`src/rtl/key_scheduler.sv`:
```
// key_scheduler: routes PS/2 key pulses by game state; play-mode arrows are
// queued in a small FIFO and released to the move unit at a fixed step rate.
module key_scheduler #(
  parameter int DEPTH       = 4,
  parameter int STEP_CYCLES = 5_000_000
) (
  input  logic                   clk,
  input  logic                   rst_sys,
  input  logic                   up,
  input  logic                   down,
  input  logic                   left,
  input  logic                   right,
  input  logic                   enter,
  input  logic [1:0]             state,
  input  logic                   arrived,
  output logic                   sel_up,
  output logic                   sel_down,
  output logic                   sel_left,
  output logic                   sel_right,
  output logic                   mv_up,
  output logic                   mv_down,
  output logic                   mv_left,
  output logic                   mv_right,
  output logic                   enter_o,
  output logic [$clog2(DEPTH):0] fifo_count,
  output logic                   overflow
);

  localparam int PW = $clog2(DEPTH);
  localparam int CW = PW + 1;
  localparam int TW = $clog2(STEP_CYCLES);
  localparam logic [TW-1:0] TIMER_RELOAD = TW'(STEP_CYCLES - 1);
  localparam logic [CW-1:0] COUNT_FULL   = CW'(DEPTH);

  logic [1:0]    mem_q [DEPTH];
  logic [PW-1:0] wr_ptr_q, wr_ptr_d;
  logic [PW-1:0] rd_ptr_q, rd_ptr_d;
  logic [CW-1:0] count_q, count_d;
  logic [TW-1:0] timer_q, timer_d;
  logic          ovf_q, ovf_d;
  logic [3:0]    sel_q, sel_d;
  logic [3:0]    mv_q, mv_d;
  logic          enter_q, enter_d;

  logic       arrow_vld;
  logic [1:0] arrow_code;
  logic       flush;
  logic       pop;
  logic       push;

  // Direction codes: up=0 down=1 left=2 right=3; lower code wins on collisions.
  always_comb begin
    arrow_vld = up | down | left | right;
    if (up)        arrow_code = 2'd0;
    else if (down) arrow_code = 2'd1;
    else if (left) arrow_code = 2'd2;
    else           arrow_code = 2'd3;
  end

  assign flush = (state != 2'b01) || arrived;
  assign pop   = !flush && (timer_q == '0) && (count_q != '0);
  // A full FIFO still accepts a push when the head leaves in the same cycle.
  assign push  = !flush && arrow_vld && ((count_q != COUNT_FULL) || pop);

  always_comb begin
    wr_ptr_d = wr_ptr_q;
    rd_ptr_d = rd_ptr_q;
    count_d  = count_q;
    timer_d  = timer_q;
    ovf_d    = ovf_q;
    sel_d    = '0;
    mv_d     = '0;
    enter_d  = enter;

    if (state == 2'b00 && arrow_vld) sel_d[arrow_code] = 1'b1;

    if (flush) begin
      wr_ptr_d = '0;
      rd_ptr_d = '0;
      count_d  = '0;
      timer_d  = '0;
      ovf_d    = 1'b0;
    end else begin
      if (pop) begin
        mv_d[mem_q[rd_ptr_q]] = 1'b1;
        rd_ptr_d              = rd_ptr_q + PW'(1);
        timer_d               = TIMER_RELOAD;
      end else if (timer_q != '0) begin
        timer_d = timer_q - TW'(1);
      end
      if (push) wr_ptr_d = wr_ptr_q + PW'(1);
      if (push && !pop)      count_d = count_q + CW'(1);
      else if (pop && !push) count_d = count_q - CW'(1);
      if (arrow_vld && !push) ovf_d = 1'b1;
    end
  end

  always_ff @(posedge clk or negedge rst_sys) begin
    if (!rst_sys) begin
      for (int i = 0; i < DEPTH; i++) mem_q[i] <= 2'd0;
      wr_ptr_q <= '0;
      rd_ptr_q <= '0;
      count_q  <= '0;
      timer_q  <= '0;
      ovf_q    <= 1'b0;
      sel_q    <= '0;
      mv_q     <= '0;
      enter_q  <= 1'b0;
    end else begin
      if (push) mem_q[wr_ptr_q] <= arrow_code;
      wr_ptr_q <= wr_ptr_d;
      rd_ptr_q <= rd_ptr_d;
      count_q  <= count_d;
      timer_q  <= timer_d;
      ovf_q    <= ovf_d;
      sel_q    <= sel_d;
      mv_q     <= mv_d;
      enter_q  <= enter_d;
    end
  end

  assign sel_up     = sel_q[0];
  assign sel_down   = sel_q[1];
  assign sel_left   = sel_q[2];
  assign sel_right  = sel_q[3];
  assign mv_up      = mv_q[0];
  assign mv_down    = mv_q[1];
  assign mv_left    = mv_q[2];
  assign mv_right   = mv_q[3];
  assign enter_o    = enter_q;
  assign fifo_count = count_q;
  assign overflow   = ovf_q;

endmodule
```
`config.mk`:
```
export PLATFORM = sky130hd
export DESIGN_NAME = key_scheduler
export DESIGN_NICKNAME = d
export VERILOG_FILES = /design/src/rtl/key_scheduler.sv
export SDC_FILE = /design/constraint.sdc
export NUM_CORES = 1
export LEC_CHECK = 0
export BUFFER_PORTS_ARGS = -buffer_cell sky130_fd_sc_hd__buf_4
export CORE_MARGIN = 1
export CORE_UTILIZATION = 30
export DETAILED_ROUTE_END_ITERATION = 10
export GPL_ROUTABILITY_DRIVEN = 0
export GPL_TIMING_DRIVEN = 1
export RECOVER_POWER = 25
export SYNTH_ARGS = -nofsm -noshare
export SYNTH_HDL_FRONTEND = slang
export SYNTH_SLANG_ARGS = --single-unit
export TNS_END_PERCENT = 5
```
`constraint.sdc`:
```
create_clock -name clk -period 6.3 [get_ports clk]
set_input_delay 0.945 -clock clk [delete_from_list [all_inputs] [get_ports clk]]
set_output_delay 0.945 -clock clk [all_outputs]
set_load 0.005 [all_outputs]
```
==> run summary <==
status - finished with violations
violated checks - max-capacitance violations, max-slew violations
Slew Viols, Final - 49
clk slew on worst S/H paths - 0.09 ns
initial antenna violation count - 0
worst hold margin - 0.499 ns
vias in the first global route - 1938
Slew HR - -72.2%
GRT Total Usage - 13.9%
Final #Nets - 289
DRT Pass-1 Iters - 5
Hold Fails Final Rpt - 0
Final TNS setup - 0 ns
GR peak layer - met2
sequential area share after synthesis - 48.6%
async set-reset flop share out of synthesis - 100%
# rows - 32
GRT met3 Usage - 2.38%
arrival time worst endpoint - 3.50 ns
synthesized area - 2470 um^2
fmax - 303 MHz
reg2reg setup slack - 3.19 ns
first-pass GRT wire length - 9450 um
number of diodes - 0
Avg Cell Area, Syn - 9.89 um^2
CP max stage delay - 0.73 ns
number of synthesized flops with an enable pin - 0
share of post-route cells with drive strength above 1 - 18.7%
placed cells - 367
CTS tree - yes
gr ovfl total - 0
Setup crit start kind - input pin
DR vias/cell - 5.16
routed vias - 1936
CP endpoint kind - register
maximum clock path buffer count - 2
post-DP HPWL - 3870 um
CP cell instances - buf_4 -> or3b_2 -> nor2_1 -> nand2_1 -> nor2_1 -> fa_1 -> nand2_1 -> or3_1 -> a32o_1 -> o31a_1
number of CTS-inserted buffers - 5
Clock Latency Late Sink - 0.30 ns
Req. time, crit path - 6.50 ns
pin count of the biggest net entering global routing - 49
Core Box Area - 7850 um^2
crit-path max FO - 26
die area - 8610 um^2
Synth-to-Final Area Change - 15.7%
WL final - 5560 um
Die Wd - 92.8 um
synthesized flop and latch total - 48
Slew @ Worst Pin - 2.58 ns
ANT nets after route - 0
Initial Util - 31.5%
RSZ-0062 raised after global routing - no
H-tree levels - 2
syn_nets - 267
GR Layer Usage met2 - 22.4%
WL per Instance - 14.8 um
fin crit share - 52.3%
Tmin final - 3.30 ns
DR DRC count - 0
Final Non-Filler Cells - 375
CP Class - in2reg
Finish-stage setup viols - 0
I/O pin count - 23
CTS Hold Bufs - 0
number of gates resized after CTS - 0
buffer count from post-CTS setup fixing - 0
Synth cell types - 50
Post-synth top flop - dfrtp_1
chip height - 92.8 um
synthesized instance count - 250
CTS sink count - 48
slowest cell on the critical path - or3b_2
Root Buffer - clkbuf_8
final clock skew - 0.00586 ns
IO Port Bufs - 22
WP buf/inv - 1
Hold Path Class - reg2reg
initial DRC count - 110
MaxCap Viol Count - 1
met1 GRT Util - 18.8%
Synth warnings - 0
delay-heaviest family, CP - simple AND/OR/NAND/NOR gates
==> cell families (layout without fill, tap and decap cells) <==
family          Yosys count  in the layout  share of synthesized area (%)
simple gates            104            104                           22.3
compound gates           54             54                           13.4
flops                    48             48                           48.6
buf+inv                  17             40                           2.68
mux                      14             14                           7.13
fa+ha+maj                 7              7                           3.84
xor+xnor                  6              6                           2.12
==> Yosys cell counts, types with 2 or more instances <==
master / count / area [um^2]
a211oi_1: 5 / 37.5
and4b_1: 2 / 20.0
nand2_1: 20 / 75.1
o21a_1: 3 / 22.5
a22o_1: 2 / 17.5
o22ai_1: 2 / 12.5
nand4_1: 3 / 18.8
mux2_2: 9 / 101
xor2_1: 5 / 43.8
ha_1: 6 / 75.1
nor3b_1: 2 / 15.0
clkbuf_1: 6 / 22.5
inv_1: 8 / 30.0
or3b_2: 2 / 17.5
o21ai_0: 7 / 35.0
nand3_1: 3 / 15.0
or4_1: 2 / 15.0
nor3_1: 7 / 35.0
or4_4: 2 / 22.5
dfrtp_1: 48 / 1200
a21oi_1: 26 / 130
mux2i_1: 3 / 30.0
nor4_1: 9 / 56.3
nor2_1: 33 / 124
mux4_2: 2 / 45.0
or3_1: 9 / 56.3
==> through the flow <==
stage                     setup slack [ns]  area [um^2]  util [%]
final                                 3.00         2860      36.5
after global routing                  2.83         2860      36.5
after CTS                             2.96         2870      36.5
after detailed placement              2.64         2750      35.0
after global placement                2.76         2750      35.0
after floorplan                       3.09         2470         -
==> placed cells by master (no fill, tap or decap), types with 3 or more instances in the layout <==
master,instances
a21oi_1,26
xor2_1,5
or3_1,9
a211oi_1,5
o21ai_0,7
ha_1,6
buf_4,22
mux2_2,9
mux2i_1,3
nand3_1,3
clkbuf_8,6
nor3_1,7
nor2_1,33
o21a_1,3
nor4_1,9
dfrtp_1,48
nand2_1,20
inv_1,8
nand4_1,3
==> worst reg2reg max path, delay by kind of cell, from the launching register on <==
kind | cells | cell delay, ns
flip-flops | 1 | 0.41
AND/OR/NAND/NOR | 5 | 1.60
adder cells (fa/ha/maj) | 1 | 0.42
AO/OA/AOI/OAI | 3 | 0.58
==> final cells by class <==
class                   count  area [um^2]
clock buffers               6         82.6
clock inverters             2         38.8
fillers                   838         4980
inverters                   8         30.0
multi-input cells         185         1210
flip-flops and latches     48         1200
well taps                 102          128
repair buffers             24          176
==> layer usage <==
| metal | routed length [um] | vias up |
|---|---|---|
| met5 | 0 | - |
| met4 | 69 | 0 |
| li1 | - | 948 |
| met2 | 2620 | 33 |
| met1 | 2680 | 950 |
| met3 | 186 | 5 |
==> final timing paths <==
path | startpoint | end | cells after the start
min | timer_q[19]$_DFFE_PN0P_ | timer_q[19]$_DFFE_PN0P_ | 1
min reg2reg | timer_q[19]$_DFFE_PN0P_ | timer_q[19]$_DFFE_PN0P_ | 1
max reg2reg | timer_q[17]$_DFFE_PN0P_ | fifo_count[2]$_DFFE_PN0P_ | 9
max in group asynchronous | rst_sys | wr_ptr_q[0]$_DFFE_PN0P_ | 1
max | state[1] | fifo_count[2]$_DFFE_PN0P_ | 10
min in group asynchronous | rst_sys | mem_q[5]$_DFFE_PN0P_ | 1
==> registers in the layout (all words and copies together), names as in the netlist <==
name        count
sel_q           4
rd_ptr_q        2
wr_ptr_q        2
timer_q        23
mv_q            4
fifo_count      3
enter_o         1
mem_q           8
overflow        1
Power is left out: the tool's default activity adds up to more than one toggle a clock period on the data nets, which glitch-free logic cannot reach.
